===== config.mk =====
export PLATFORM = sky130hd
export DESIGN_NAME = display_scheduler
export DESIGN_NICKNAME = d
export VERILOG_FILES = /design/src/rtl/display_scheduler.sv
export SDC_FILE = /design/constraint.sdc
export NUM_CORES = 1
export LEC_CHECK = 0
export ABC_AREA = 1
export BUFFER_PORTS_ARGS = -buffer_cell sky130_fd_sc_hd__buf_4
export CAP_MARGIN = 20
export CORE_MARGIN = 3
export CORE_UTILIZATION = 44
export DETAILED_ROUTE_END_ITERATION = 6
export PLACE_DENSITY_LB_ADDON = 0.25
export SYNTH_ARGS = -nofsm -noshare
export SYNTH_HDL_FRONTEND = slang
export SYNTH_SLANG_ARGS = --single-unit

===== constraint.sdc =====
create_clock -name clk -period 1.6 [get_ports clk]
set_input_delay 0.24 -clock clk [delete_from_list [all_inputs] [get_ports clk]]
set_output_delay 0.24 -clock clk [all_outputs]
set_load 0.05 [all_outputs]

===== src/rtl/display_scheduler.sv =====
// rtl/display_scheduler.sv - fixed-priority display ownership scheduler with minimum hold time
// Optional blink of source-0 digits enabled by define DISPLAY_SCHEDULER_BLINK_EN.
module display_scheduler #(
  parameter int unsigned HOLD_CYCLES = 1024,
  parameter int unsigned BLINK_DIV   = 22
) (
  input  logic        clk,
  input  logic        rst,
  input  logic [2:0]  req,
  input  logic [15:0] src0_num,
  input  logic [15:0] src1_num,
  input  logic [15:0] src2_num,
  input  logic [3:0]  src0_sel,
  input  logic [3:0]  src1_sel,
  input  logic [3:0]  src2_sel,
  input  logic [3:0]  blink_mask,
  output logic [2:0]  gnt,
  output logic [15:0] num,
  output logic [3:0]  sel,
  output logic        busy
);

  localparam logic [0:0]  ST_IDLE     = 1'b0;
  localparam logic [0:0]  ST_OWN      = 1'b1;
  localparam logic [15:0] HOLD_RELOAD = 16'(HOLD_CYCLES - 1);

  logic [0:0]  state_q, state_d;
  logic [2:0]  gnt_q, gnt_d;
  logic [15:0] hold_q, hold_d;
  logic [15:0] num_q, num_d;
  logic [3:0]  sel_q, sel_d;
  logic        busy_q, busy_d;
  logic [2:0]  above;

  function automatic logic [2:0] highest(input logic [2:0] r);
    if (r[2])      return 3'b100;
    else if (r[1]) return 3'b010;
    else if (r[0]) return 3'b001;
    else           return 3'b000;
  endfunction

  // Request bits strictly higher in priority than the current one-hot owner.
  assign above = {gnt_q[1] | gnt_q[0], gnt_q[0], 1'b0};

  always_comb begin
    state_d = state_q;
    gnt_d   = gnt_q;
    hold_d  = hold_q;
    case (state_q)
      ST_IDLE: begin
        if (|req) begin
          gnt_d   = highest(req);
          state_d = ST_OWN;
          hold_d  = HOLD_RELOAD;
        end else begin
          gnt_d  = 3'b000;
          hold_d = 16'd0;
        end
      end
      ST_OWN: begin
        if (req[2] && !gnt_q[2]) begin
          gnt_d  = 3'b100;
          hold_d = HOLD_RELOAD;
        end else if (hold_q != 16'd0) begin
          hold_d = hold_q - 16'd1;
        end else if (|(req & above)) begin
          gnt_d  = highest(req & above);
          hold_d = HOLD_RELOAD;
        end else if (|(req & gnt_q)) begin
          // Owner keeps the display; hold stays saturated at zero.
          hold_d = 16'd0;
        end else if (|req) begin
          gnt_d  = highest(req);
          hold_d = HOLD_RELOAD;
        end else begin
          gnt_d   = 3'b000;
          state_d = ST_IDLE;
          hold_d  = 16'd0;
        end
      end
      default: begin
        gnt_d   = 3'b000;
        state_d = ST_IDLE;
        hold_d  = 16'd0;
      end
    endcase
  end

`ifdef DISPLAY_SCHEDULER_BLINK_EN
  logic [BLINK_DIV-1:0] blink_cnt_q;
  logic                 blink_phase_q;

  always_ff @(posedge clk) begin
    if (!rst) begin
      blink_cnt_q   <= '0;
      blink_phase_q <= 1'b0;
    end else begin
      blink_cnt_q <= blink_cnt_q + 1'b1;
      if (&blink_cnt_q) blink_phase_q <= ~blink_phase_q;
    end
  end
`endif

  // Outputs follow the next owner so grant and data switch on the same edge.
  always_comb begin
    num_d = 16'h0000;
    sel_d = 4'b0000;
    case (gnt_d)
      3'b001: begin
        num_d = src0_num;
        sel_d = src0_sel;
`ifdef DISPLAY_SCHEDULER_BLINK_EN
        if (blink_phase_q) sel_d = src0_sel & ~blink_mask;
`endif
      end
      3'b010: begin
        num_d = src1_num;
        sel_d = src1_sel;
      end
      3'b100: begin
        num_d = src2_num;
        sel_d = src2_sel;
      end
      default: begin
        num_d = 16'h0000;
        sel_d = 4'b0000;
      end
    endcase
    busy_d = |gnt_d;
  end

`ifndef DISPLAY_SCHEDULER_BLINK_EN
  logic unused_blink;
  assign unused_blink = ^blink_mask;
`endif

  always_ff @(posedge clk) begin
    if (!rst) begin
      state_q <= ST_IDLE;
      gnt_q   <= 3'b000;
      hold_q  <= 16'd0;
      num_q   <= 16'h0000;
      sel_q   <= 4'b0000;
      busy_q  <= 1'b0;
    end else begin
      state_q <= state_d;
      gnt_q   <= gnt_d;
      hold_q  <= hold_d;
      num_q   <= num_d;
      sel_q   <= sel_d;
      busy_q  <= busy_d;
    end
  end

  assign gnt  = gnt_q;
  assign num  = num_q;
  assign sel  = sel_q;
  assign busy = busy_q;

endmodule


* Word level (Yosys, flattened, before mapping)
Index checks and enable logic that the tools add are counted.
** Cells by class
- Bitwise logic cells :: 4
- Reductions and logical operators :: 7
- Eq/ne operators :: 3
- Multiplexer cells :: 26
- Add/sub/neg operators :: 1
** Operator list (count)
- 2-to-1 mux 16 bit :: 4
- one-hot mux 16 bit (3 select lines) :: 1
- one-hot mux 16 bit (2 select lines) :: 1
- 2-to-1 mux 3 bit :: 7
- nonzero test 16 bit :: 1
- subtractor 16 x 1 -> 16 bit, second input constant :: 1
- one-hot mux 4 bit (3 select lines) :: 1
- OR reduction 3 bit :: 4
- 2-to-1 mux 10 bit :: 1
- 2-to-1 mux 1 bit :: 7
- bitwise AND 3 bit :: 2
- one-hot mux 3 bit (2 select lines) :: 1
- 2-to-1 mux 2 bit :: 2
- equality test 3 x 1 -> 1 bit, second input constant :: 1
- equality test 3 x 2 -> 1 bit, second input constant :: 1
- equality test 3 bit, second input constant :: 1
- one-hot mux 1 bit (2 select lines) :: 1
- logical AND 1 bit :: 1
- zero test 1 bit :: 1
- NOT 1 bit :: 1
- OR 1 bit :: 1
** Storage, ports and cells
- Bits in registers :: 41
- Output and inout port bits :: 24
- Word-level logic and storage cells :: 47

* Longest topological paths before layout
Gate-level depths: netlist of run 1.
- Depth in word-level cells :: 11
- Gate-level depth with buffers :: 16
- Mapped depth without buffers :: 15

* Worst setup path after synthesis of run 1
Ideal clock, no wire load.
- Kind :: reg2reg
- Start :: register gnt_q[0] (netlist: gnt[0])
- End :: register num_q[0] (netlist: num[0])
- Path buffers :: 1
- Setup slack :: -0.393 ns
- Cell stages (with the launch flop) :: 13
- Library setup time :: 0.109 ns
- Data arrival time :: 1.884 ns
- Required time :: 1.491 ns
- Cell sequence :: dfxtp_1 nand2_1 nand3_1 nand2_1 nor2_1 nor2_4 o21bai_2 nor2_4 buf_4 nand3_1 nand3_1 nand2_1 inv_1
** Between the ends
- Word-level cells in the longest chain between the ends :: 9
- Elaborated cells between the ends (all ways) :: 16
- Classes of those cells :: 3 x eq/ne; 8 x mux; 3 x bitwise; 2 x reduce/logical
** RTL lines
- start, declared :: RTL line 28 : logic [2:0] gnt_q, gnt_d;
- start signal, assigned :: RTL line 147 : gnt_q <= gnt_d;
- bitwise AND 3 bit (tied with other cells) :: RTL line 69 : end else if (|(req & gnt_q)) begin
- OR reduction 3 bit (tied with other cells) :: RTL line 69
- 2-to-1 mux 3 bit (tied with other cells) :: RTL line 69
- 2-to-1 mux 3 bit :: RTL line 66 : end else if (|(req & above)) begin
- 2-to-1 mux 3 bit * :: RTL line 64 : end else if (hold_q != 16'd0) begin
- 2-to-1 mux 3 bit * :: RTL line 61 : if (req[2] && !gnt_q[2]) begin
- one-hot mux 3 bit (2 select lines) * :: RTL line 49 : case (state_q)
- equality test 3 bit (tied with other cells) :: RTL line 108 : case (gnt_d)
- one-hot mux 16 bit (3 select lines) * :: RTL line 108
- end signal, assigned :: RTL line 149 : num_q <= num_d;
- end, declared :: RTL line 30 : logic [15:0] num_q, num_d;
Mark *: on every way between the ends. The rest lies on a longest branch, timed or not.
A chain may end at the register's enable or synchronous reset.

* Worst setup path in the final report of run 1
- Start :: register hold_q[1]
- End :: register num_q[8] (netlist: num[8])
** Between the ends
- Word-level cells in the longest chain between the ends :: 6
- Elaborated cells between the ends (all ways) :: 8
- Classes of those cells :: 3 x eq/ne; 4 x mux; 1 x reduce/logical
** RTL lines
- start, declared :: RTL line 29 : logic [15:0] hold_q, hold_d;
- start signal, assigned :: RTL line 148 : hold_q <= hold_d;
- nonzero test 16 bit * :: RTL line 64
- 2-to-1 mux 3 bit * :: RTL line 64
- 2-to-1 mux 3 bit * :: RTL line 61
- one-hot mux 3 bit (2 select lines) * :: RTL line 49
- equality test 3 bit (tied with other cells) :: RTL line 108
- one-hot mux 16 bit (3 select lines) * :: RTL line 108
Marked as above.

==> impl_summary.txt, run 1 <==
----------------------------------------------------
[Setup path]
  Largest fanout on the critical path ... 5
  Buffers plus inverters on the worst setup path ... 3
  CP startpoint kind ... flip-flop
  Critical-path cell with the highest stage delay ... dfxtp_2
  Kind of end point of the critical path ... flip-flop
  CP Data Arrival Time ... 2330 ps
  CP peak stage delay ... 350 ps
  CP top delay family ... simple AND/OR/NAND/NOR gates
  Setup Crit Path Kind ... flip-flop to flip-flop
  Cells traversed along the worst timing path ... inv_2, ha_4, nand2_4, nor2_4, nand2_4, nand2_2, nand2_2, nand2_2, nand2_2, nand2_4, nor2_4, clkbuf_16, nand3_1, nand3_1, nand2_1, inv_1
  Library cell appearing most often on the critical path ... nand2_2
  Required time of the critical path ... 1840 ps

[Clock tree]
  Source-to-sink clock delay at the later pin of the worst-skew pair ... 310 ps
  H-tree Lvls ... 2
  Register clock-pin slew on the reported worst setup and hold paths ... 100 ps
  Maximum clock insertion buffer count ... 2
  Clock Sinks ... 41
  Total clock buffers created by CTS ... 5
  Root Buffer ... clkbuf_8
  Clock tree from TritonCTS ... done

[Status]
  Status ... finished, violations left
  Failing checks ... negative setup slack

[Route]
  Detail-routed via count per cell ... 5.58
  DR iter-0 viols ... 289
  TritonRoute pass-1 iters ... 5
  Antenna-violating nets left ... 0
  Drc violations ... 0
  Via count ... 3,136
  Average wire length per cell after detail routing ... 18.1 um
  Routed wire length ... 10.2 mm

[STA]
  Worst rel slew slack ... 0.690
  Post-layout worst setup margin ... -490 ps
  Skew final ... 10.8 ps
  Max Fclk ... 478 MHz
  Pins Over Slew Limit ... 0
  Endpoints failing setup ... 39
  Final critical-path required period ... 2090 ps
  Final hold violations ... 0
  Setup repair after global routing missed its margin ... yes
  Final critical-path share of the clock period ... 1.31
  Actual slew at the worst max-slew pin ... 460 ps

[Finish]
  Final core utilization ... 0.820
  Most common cell after layout, fill and taps aside ... buf_4
  Post-route design area ... 0.00424 sq mm
  Relative area change from synthesis to final layout ... 77.9%
  Layout cells sized above 1 ... 0.530
  Most used cells in the layout excluding fill and tap cells ... buf_4 (135), nand3_1 (56), nand2_1 (49)
  Final-layout fill cell count ... 267
  Final standard cell count with taps included and fillers excluded ... 562
  Total Nets Final ... 561
  Count of inserted antenna diode cells ... 0

[Global routing]
  Via count of the first global-routing pass ... 2,714
  Antenna violations before repair ... 0
  Global-route track usage on met2 ... 0.443
  Met3 Usage GRT ... 0.0576
  Global-route wire length before repair ... 12.4 mm
  Grt met1 use ... 0.286
  Leftover overflow at the end of global routing ... 0
  Busiest metal layer after global routing ... met2
  Gr usage total ... 0.248
  Pin count of the biggest net entering global routing ... 26

[Placed design]
  Number of cells in the design after placement ... 531
  Area of placed instances ... 0.00347 sq mm
  HPWL after DPL ... 5.09 mm
  Number of I/O port buffers ... 88
  Placer congestion estimate ... 0.817

[Yosys]
  Mean post-synth cell area ... 7.03 sq um
  Combined area of all synthesized cells ... 0.00238 sq mm
  Synth unique cells ... 28
  YS warnings ... 0
  Synthesized instance count ... 339
  Synthesized flop and latch total ... 41
  Net count of the mapped netlist ... 409
  Fraction of the yosys area taken by sequential cells ... 0.344

[Power and ir drop]
  Cell area power density ... 1040 mW/mm^2
  Pleak ... 2.17 nW
  Fraction of power consumed by the clock network ... 0.237
  Switching part of the total ... 0.383
  Power Internal ... 2.71 mW
  Sequential group share of total power ... 0.277
  Maximum VDD drop ... 0.689 mV
  Switching component of the power ... 1.68 mW
  Power after layout ... 4.39 mW
  Gate power share ... 0.486

[Die]
  Total Die Area ... 0.00634 sq mm
  Io pins ... 93
  Core region area ... 0.00517 sq mm
  Die Span Y ... 79.6 um
  Width of the die ... 79.6 um
  Number of placement rows ... 26
  Initial core utilization ... 0.461

[Run]
  Number of maximum-capacitance violations ... 0

[Min path]
  Path class of the lowest-slack min-delay path ... input pin to flip-flop

----------------------------------------------------
-- worst min-delay path: stages --
cell and delay, ps:
buf_4 80, nand3_2 60, nand3_1 60, nand2_1 40
inv_1 40
-- state kept, by name (all words and copies together), names as in the netlist --
signal and count:
sel 4, hold_q 16, gnt 3, state_q 1, busy 1, num 16
-- metal layers --
| layer | wire, um | vias to the layer above |
|---|---|---|
| met5 | 0 | - |
| met4 | 541 | 0 |
| met3 | 845 | 59 |
| met2 | 4990 | 200 |
| met1 | 3780 | 1461 |
| li1 | - | 1416 |
-- Yosys cell counts --
master,number,share of area
nand2_2,3,0.0079
o21bai_2,1,0.0047
nand4_1,2,0.0052
nand2_4,3,0.014
nor3_1,4,0.0084
nor3b_1,2,0.0063
dfxtp_1,41,0.34
and3_1,1,0.0026
or2_2,1,0.0026
xor2_1,5,0.018
nor2_4,6,0.028
ha_1,1,0.0052
buf_2,1,0.0021
nand3_2,2,0.0084
buf_6,11,0.052
a21oi_1,13,0.027
and2_1,1,0.0026
nor2_2,6,0.016
clkbuf_1,1,0.0016
nor4_4,1,0.0089
xnor2_1,3,0.011
a21oi_2,1,0.0037
nor2_1,24,0.038
nand2_1,59,0.093
buf_4,2,0.0063
nand3_1,88,0.18
o21ai_0,16,0.034
inv_1,40,0.063
-- what timing repair did --
| action | CTS | global route |
|---|---|---|
| setup endpoints to repair | 34 | 38 |
| buffers inserted | 9 | 10 |
| pin swaps | 10 | 19 |
| gates cloned | 4 | 5 |
| gates resized for setup | 36 | 66 |
| hold buffers | 0 | 0 |
-- area by class of cell --
cell class	count	area, sq um	area share
sequential	41	838	0.198
clock inverter	3	68.8	0.0162
timing repair buffer	157	1380	0.325
tap	70	87.6	0.0207
inverter	40	155	0.0366
multi-input combinational	246	1640	0.388
clock buffer	5	68.8	0.0162
-- path summary, 6_finish.rpt --
kind | from | depth (start not counted) | end | slack (ps)
max | hold_q[1]$_SDFF_PN0_ | 16 | num[8]$_SDFF_PN0_ | -490
min | src0_num[1] | 5 | num[1]$_SDFF_PN0_ | 240
max reg2reg | hold_q[1]$_SDFF_PN0_ | 16 | num[8]$_SDFF_PN0_ | -490
min reg2reg | hold_q[13]$_SDFF_PP0_ | 2 | hold_q[13]$_SDFF_PP0_ | 540
-- power by group through the flow --
stage / combinational (mW) / sequential, mW / clock, mW
after floorplan: 0.743 / 1.48 / 0
after global placement: 1.54 / 1.22 / 0
after detailed placement: 1.57 / 1.22 / 0
after CTS: 1.72 / 1.20 / 1.04
after global routing: 2.24 / 1.23 / 1.10
final: 2.13 / 1.22 / 1.04
-- logic make-up (layout without fill, tap and decap cells) --
| family | Yosys count | after routing | synth area share |
|---|---|---|---|
| DFF | 41 | 41 | 0.344 |
| and+or+nand+nor | 203 | 206 | 0.427 |
| xor gates and xnor gates | 8 | 8 | 0.0294 |
| buffers and inverters | 55 | 205 | 0.125 |
| adders and majority gates | 1 | 1 | 0.00525 |
| AOI/OAI and AO/OA | 31 | 31 | 0.0693 |
-- through the flow --
stage / TNS [ps] / setup WS, ps / hold WS (ps)
floorplan: -385 / -20.6 / 401
global placement: -5910 / -291 / 500
detailed placement: -6830 / -318 / 530
CTS: -4300 / -212 / 241
global route: -14890 / -575 / 236
finish: -11470 / -490 / 239
Power figures use the tool's default switching activity.
==> run 2, diff against run 1 <==
PLACE_DENSITY = 0.76   (was not set)
PLACE_DENSITY_LB_ADDON = not set   (was 0.25)
==> run 2 against run 1 <==
Net effect:
- highest routed layer unchanged
- cell area fell by 4.5%
- cell count fell by 0.71%
- worst hold slack improved by 14 ps
- critical path type unchanged
- critical path depth fell by 3
- largest cell class unchanged
- the flow still finishes with violations (negative setup slack)
- sequential share of layout area rose by 1.0 points
==> impl_summary.txt, run 2 (synthesis results as in run 1) <==
----------------------------------------------------
[STA]
  Pins Over Slew Limit ... 0 (unchanged)
  Actual slew at the worst max-slew pin ... 402 ps (-57.5 ps)
  Hold slack final ... 252 ps (+13.6 ps)
  Final critical-path required period ... 1970 ps (-124 ps)
  Max Fclk ... 509 MHz (+6.3%)
  Worst rel slew slack ... 0.731 (+0.0406)
  Endpoints failing setup ... 29 (-26%)
  Post-layout worst setup margin ... -366 ps (+124 ps)
  Skew final ... 4.64 ps (-6.18 ps)
  Final critical-path share of the clock period ... 1.23 (-0.0777)
  Final hold violations ... 0 (unchanged)
  Setup repair after global routing missed its margin ... yes

[Route]
  TritonRoute pass-1 iters ... 4 (-1)
  Average wire length per cell after detail routing ... 15.4 um (-15%)
  Antenna-violating nets left ... 0 (unchanged)
  Met3 wirelength from detailed routing ... 657 um (-22%)
  Total routed wire length on the met1 layer ... 3.51 mm (-7.0%)
  Routed wire length ... 8.60 mm (-15%)
  Via count ... 2,987 (-4.8%)
  Top Metal Used ... met4
  Detail-routed via count per cell ... 5.35 (-4.1%)
  DR iter-0 viols ... 158 (-45%)
  Drc violations ... 0 (unchanged)
  Total met2 wirelength after detailed routing ... 4.11 mm (-18%)

[Power and ir drop]
  Maximum VDD drop ... 0.700 mV (+1.6%)
  Cell area power density ... 982 mW/mm^2 (-5.3%)
  Switching component of the power ... 1.52 mW (-9.8%)
  Gate power share ... 0.470 (-0.016)
  Power Internal ... 2.46 mW (-9.3%)
  Fraction of power consumed by the clock network ... 0.223 (-0.014)
  Switching part of the total ... 0.382 (-0.00140)
  Sequential group share of total power ... 0.307 (+0.030)
  Pleak ... 2.11 nW (-2.8%)

[Setup path]
  Cells traversed along the worst timing path ... nor2_2, nand2_2, nor2_4, nand2_4, buf_6, nor2_4, o21bai_4, nor2_4, clkbuf_16, nand3_2, nand3_2, nand2_1, inv_1
  Setup Crit Path Kind ... flip-flop to flip-flop
  CP top delay family ... simple AND/OR/NAND/NOR gates
  CP Data Arrival Time ... 2210 ps (-120 ps)
  Number of logic stages on the critical path including buffering ... 13 (-3)
  Required time of the critical path ... 1840 ps (about the same)
  Largest fanout on the critical path ... 7 (+2)
  Buffers plus inverters on the worst setup path ... 3 (unchanged)
  Critical-path cell with the highest stage delay ... dfxtp_2
  Library cell appearing most often on the critical path ... nor2_4
  Kind of end point of the critical path ... flip-flop
  CP startpoint kind ... flip-flop
  Reg2Reg Depth ... 13 (-3)
  CP peak stage delay ... 340 ps (about the same)

[Min path]
  Path class of the lowest-slack min-delay path ... input pin to flip-flop
  Cells on Worst Hold Path ... 5 (unchanged)

[Status]
  Status ... finished, violations left
  Failing checks ... negative setup slack

[Global routing]
  Via count of the first global-routing pass ... 2,558 (-5.7%)
  Global-route wire length before repair ... 11.7 mm (-5.6%)
  Pin count of the biggest net entering global routing ... 35 (+35%)
  Gr usage total ... 0.231 (-0.0168)
  Antenna violations before repair ... 0 (unchanged)
  Leftover overflow at the end of global routing ... 0 (unchanged)

[Clock tree]
  Clock tree from TritonCTS ... done
  Maximum clock insertion buffer count ... 2 (unchanged)
  Clock Sinks ... 41 (unchanged)
  Register clock-pin slew on the reported worst setup and hold paths ... 80 ps (-20 ps)
  Source-to-sink clock delay at the later pin of the worst-skew pair ... 300 ps (about the same)
  Total clock buffers created by CTS ... 5 (unchanged)
  H-tree Lvls ... 2 (unchanged)
  Number of hold buffers added after cts ... 0 (unchanged)
  Root Buffer ... clkbuf_8

[Finish]
  Most used cells in the layout excluding fill and tap cells ... buf_4 (142), nand3_1 (59), nand2_1 (51)
  Relative area change from synthesis to final layout ... 70.0%
  Final-layout fill cell count ... 292 (+9.4%)
  Total Nets Final ... 557 (-0.71%)
  Count of inserted antenna diode cells ... 0 (unchanged)
  Most common cell after layout, fill and taps aside ... buf_4
  Final core utilization ... 0.783 (-0.0365)
  Layout cells sized above 1 ... 0.531 (about the same)

[Die]
  Total Die Area ... 0.00634 sq mm (unchanged)
  Io pins ... 93 (unchanged)
  Die Span Y ... 79.6 um (unchanged)
  Width of the die ... 79.6 um (unchanged)
  Initial core utilization ... 0.461 (unchanged)
  Core region area ... 0.00517 sq mm (unchanged)
  Number of placement rows ... 26 (unchanged)

[Run]
  Number of maximum-capacitance violations ... 0 (unchanged)

[Placed design]
  HPWL after DPL ... 5.17 mm (+1.6%)
  Placer congestion estimate ... 0.841 (+2.9%)
  Number of I/O port buffers ... 88 (unchanged)

----------------------------------------------------
[run 2: per-layer routing]
metal | vias up | GRT usage
met5 | - | 0
li1 | 1408 | -
met2 | 146 | 0.369
met1 | 1396 | 0.315
met4 | 0 | 0.0498
met3 | 37 | 0.0564
[run 2: final cells by class]
type,count,area [sq um],share of cell area
flip-flops and latches,41,842,0.208
clock buffers,7,86.3,0.0213
clock inverters,1,30.0,0.00741
repair buffers,153,1260,0.310
inverters,40,155,0.0383
well taps,70,87.6,0.0216
multi-input cells,246,1590,0.393
[run 2: metrics by stage]
stage | TNS (ps) | instances | power, mW | cell area (sq um) | setup slack [ps]
2_1_floorplan | -385 | 339 | 2.22 | 2440 | -20.6
3_3_place_gp | -5150 | 529 | 2.75 | 3450 | -254
3_5_place_dp | -7900 | 529 | 2.78 | 3450 | -396
4_1_cts | -4210 | 542 | 3.70 | 3670 | -231
5_1_grt | -11780 | 558 | 4.18 | 4050 | -497
6_report | -7110 | 558 | 3.98 | 4050 | -366
[run 2: final timing paths]
| path | from | to | slack, ps |
|---|---|---|---|
| worst max register to register | hold_q[8]$_SDFF_PN0_ | num[14]$_SDFF_PN0_ | -370 |
| worst min register to register | hold_q[12]$_SDFF_PP0_ | hold_q[12]$_SDFF_PP0_ | 620 |
| worst max-delay path | hold_q[8]$_SDFF_PN0_ | num[14]$_SDFF_PN0_ | -370 |
| worst min-delay path | src2_num[0] | num[0]$_SDFF_PN0_ | 250 |
[run 2: repair_timing]
action | CTS | global route
gates resized for setup | 19 | 68
endpoints found under the setup margin | 35 | 39
pin swaps | 9 | 46
buffers inserted | 3 | 16
gates cloned | 2 | 2
[run 2: worst register-to-register path: stages (launching register included)]
cell	delay [ps]
dfxtp_2	340
nor2_2	180
nand2_2	90
nor2_4	160
nand2_4	100
buf_6	130
nor2_4	160
o21bai_4	110
nor2_4	200
clkbuf_16	200
nand3_2	70
nand3_2	60
nand2_1	60
inv_1	60
[run 2: power by group through the flow]
stage,Combinational [mW],Sequential (mW),Clock (mW)
final,1.87,1.22,0.886
after global placement,1.53,1.22,0
after CTS,1.61,1.20,0.882
after global routing,2.00,1.23,0.950
after floorplan,0.743,1.48,0
after detailed placement,1.55,1.22,0
==> run 3, diff against run 2 <==
REMOVE_ABC_BUFFERS = 1   (was not set)
==> run 3 against run 2 <==
Net effect:
- clock power is 1% lower
- largest power group unchanged
- sequential power hardly changed
- wire length is 30% higher
- first-iteration DRC count up 70%
- critical endpoint is now num[15]$_SDFF_PN0_
- combinational power is 13% higher
- non-clock buffer count grew 8
- the run still ends with negative setup slack left
- critical path type unchanged
==> impl_summary.txt, run 3 (synthesis results as in run 1) <==
----------------------------------------------------
[Status]
  Status ... finished, violations left
  Failing checks ... negative setup slack

[Placed design]
  Worst Setup Slack post-DPL ... -618 ps (-222 ps)
  Placer congestion estimate ... 0.875 (+4.0%)
  Number of I/O port buffers ... 88 (unchanged)
  HPWL after DPL ... 5.01 mm (-3.1%)

[Finish]
  Most used cells in the layout excluding fill and tap cells ... buf_4 (144), nand3_1 (54), nand2_1 (48)
  Relative area change from synthesis to final layout ... 78.6%
  Total Nets Final ... 569 (+2.2%)
  Most common cell after layout, fill and taps aside ... buf_4
  Final-layout fill cell count ... 255 (-13%)
  Final core utilization ... 0.823 (+0.0399)
  Layout cells sized above 1 ... 0.552 (+0.0213)
  Count of inserted antenna diode cells ... 0 (unchanged)

[STA]
  Final critical-path required period ... 2100 ps (+130 ps)
  Final hold violations ... 0 (unchanged)
  Final critical-path share of the clock period ... 1.31 (+0.0814)
  Pins Over Slew Limit ... 0 (unchanged)
  Endpoints failing setup ... 40 (+38%)
  Actual slew at the worst max-slew pin ... 523 ps (+121 ps)
  Skew final ... 6.79 ps (+2.15 ps)
  Hold slack final ... 250 ps (-2.03 ps)
  Post-layout worst setup margin ... -496 ps (-130 ps)
  Setup repair after global routing missed its margin ... yes
  Worst rel slew slack ... 0.650 (-0.0811)
  Max Fclk ... 477 MHz (-6.2%)

[Global routing]
  Leftover overflow at the end of global routing ... 0 (unchanged)
  Via count of the first global-routing pass ... 3,088 (+21%)
  Antenna violations before repair ... 0 (unchanged)
  Gr usage total ... 0.271 (+0.0402)
  Global-route wire length before repair ... 13.6 mm (+16%)
  Pin count of the biggest net entering global routing ... 31 (-11%)

[Die]
  Width of the die ... 79.6 um (unchanged)
  Die Span Y ... 79.6 um (unchanged)
  Total Die Area ... 0.00634 sq mm (unchanged)
  Initial core utilization ... 0.461 (unchanged)
  Io pins ... 93 (unchanged)
  Core region area ... 0.00517 sq mm (unchanged)
  Number of placement rows ... 26 (unchanged)

[Power and ir drop]
  Cell area power density ... 988 mW/mm^2 (+0.62%)
  Switching part of the total ... 0.409 (+0.0273)
  Power after layout ... 4.21 mW (+5.7%)
  Maximum VDD drop ... 0.597 mV (-15%)
  Gate power share ... 0.503 (+0.033)
  Fraction of power consumed by the clock network ... 0.208 (-0.015)
  Pleak ... 2.18 nW (+3.4%)
  Switching component of the power ... 1.72 mW (+13%)
  Sequential group share of total power ... 0.290 (-0.017)
  Power Internal ... 2.48 mW (+1.1%)

[Route]
  Via count ... 3,300 (+10%)
  Antenna-violating nets left ... 0 (unchanged)
  TritonRoute pass-1 iters ... 5 (+1)
  DR iter-0 viols ... 268 (+70%)
  Routed wire length ... 11.1 mm (+30%)
  Drc violations ... 0 (unchanged)
  Detail-routed via count per cell ... 5.79 (+8.2%)
  Average wire length per cell after detail routing ... 19.5 um (+27%)

[Setup path]
  Largest fanout on the critical path ... 5 (-2)
  Kind of end point of the critical path ... flip-flop
  CP startpoint kind ... flip-flop
  Required time of the critical path ... 1850 ps (about the same)
  CP peak stage delay ... 410 ps (+70 ps)
  CP top delay family ... simple AND/OR/NAND/NOR gates
  Cells traversed along the worst timing path ... nand2_1, a21oi_1, nor2_2, nor2_4, buf_4, o21bai_4, buf_4, nor2_4, nand3_1, nand3_1, nand2_1, inv_1
  Critical-path cell with the highest stage delay ... dfxtp_1
  CP Data Arrival Time ... 2350 ps (+140 ps)
  Buffers plus inverters on the worst setup path ... 3 (unchanged)
  Setup Crit Path Kind ... flip-flop to flip-flop

[Clock tree]
  Source-to-sink clock delay at the later pin of the worst-skew pair ... 310 ps (about the same)
  Clock tree from TritonCTS ... done
  Total clock buffers created by CTS ... 5 (unchanged)
  Register clock-pin slew on the reported worst setup and hold paths ... 90 ps (about the same)
  Root Buffer ... clkbuf_8
  H-tree Lvls ... 2 (unchanged)
  Clock Sinks ... 41 (unchanged)
  Maximum clock insertion buffer count ... 2 (unchanged)

[Min path]
  Path class of the lowest-slack min-delay path ... input pin to flip-flop

[Run]
  Number of maximum-capacitance violations ... 0 (unchanged)

----------------------------------------------------
## run 3: changes by cell type in the layout (fill, tap and decap cells not counted), sizes merged
| cell | delta |
|---|---|
| buf | +7 |
| clkinv | +1 |
| clkinvlp | +1 |
| nor2 | +4 |
| clkbuf | -1 |
## run 3: final cells by class
class	count	area, sq um	area share
repair buffers	161	1340	0.314
inverters	40	155	0.0364
clock buffers	5	68.8	0.0162
clock inverters	3	46.3	0.0109
multi-input cells	250	1740	0.408
well taps	70	87.6	0.0206
flip-flops and latches	41	827	0.194
## run 3: routing by layer
layer / GRT usage / share of wire / vias up
li1: - / - / 1437
met1: 0.290 / 0.34 / 1578
met2: 0.492 / 0.50 / 222
met3: 0.0767 / 0.10 / 63
met4: 0.117 / 0.057 / 0
met5: 0 / 0 / -
## run 3: through the flow
stage / cells / area, sq um / setup TNS (ps)
floorplan: 324 / 2240 / -10920
global placement: 532 / 3380 / -13140
detailed placement: 532 / 3380 / -14920
CTS: 559 / 3900 / -5170
global route: 570 / 4260 / -14570
finish: 570 / 4260 / -11360
## run 3: tightest hold or removal path: cells and delay by family
family                 cells  cell delay, ps
buffers and inverters      2             120
and+or+nand+nor            3             170
## run 3: final timing paths
check	end	from	slack [ps]	cells after the start
worst min register to register	hold_q[13]$_SDFF_PP0_	hold_q[13]$_SDFF_PP0_	630	2
worst max register to register	num[15]$_SDFF_PN0_	gnt[0]$_SDFF_PN0_	-500	12
worst max-delay path	num[15]$_SDFF_PN0_	gnt[0]$_SDFF_PN0_	-500	12
worst min-delay path	sel[0]$_SDFF_PN0_	src2_sel[0]	250	5
## run 3: timing repair
action / in CTS / in global routing
resized for setup: 74 / 56
cloned: 5 / 5
hold buffers: 0 / 0
setup endpoints to repair: 38 / 40
setup buffers: 14 / 9
pin swaps: 17 / 43
## run 3: power by group through the flow
stage | registers (mW) | clock network [mW] | logic, mW
floorplan | 1.48 | 0 | 0.601
global placement | 1.22 | 0 | 1.47
detailed placement | 1.22 | 0 | 1.49
CTS | 1.21 | 0.862 | 1.75
global route | 1.23 | 0.903 | 2.22
finish | 1.22 | 0.873 | 2.11
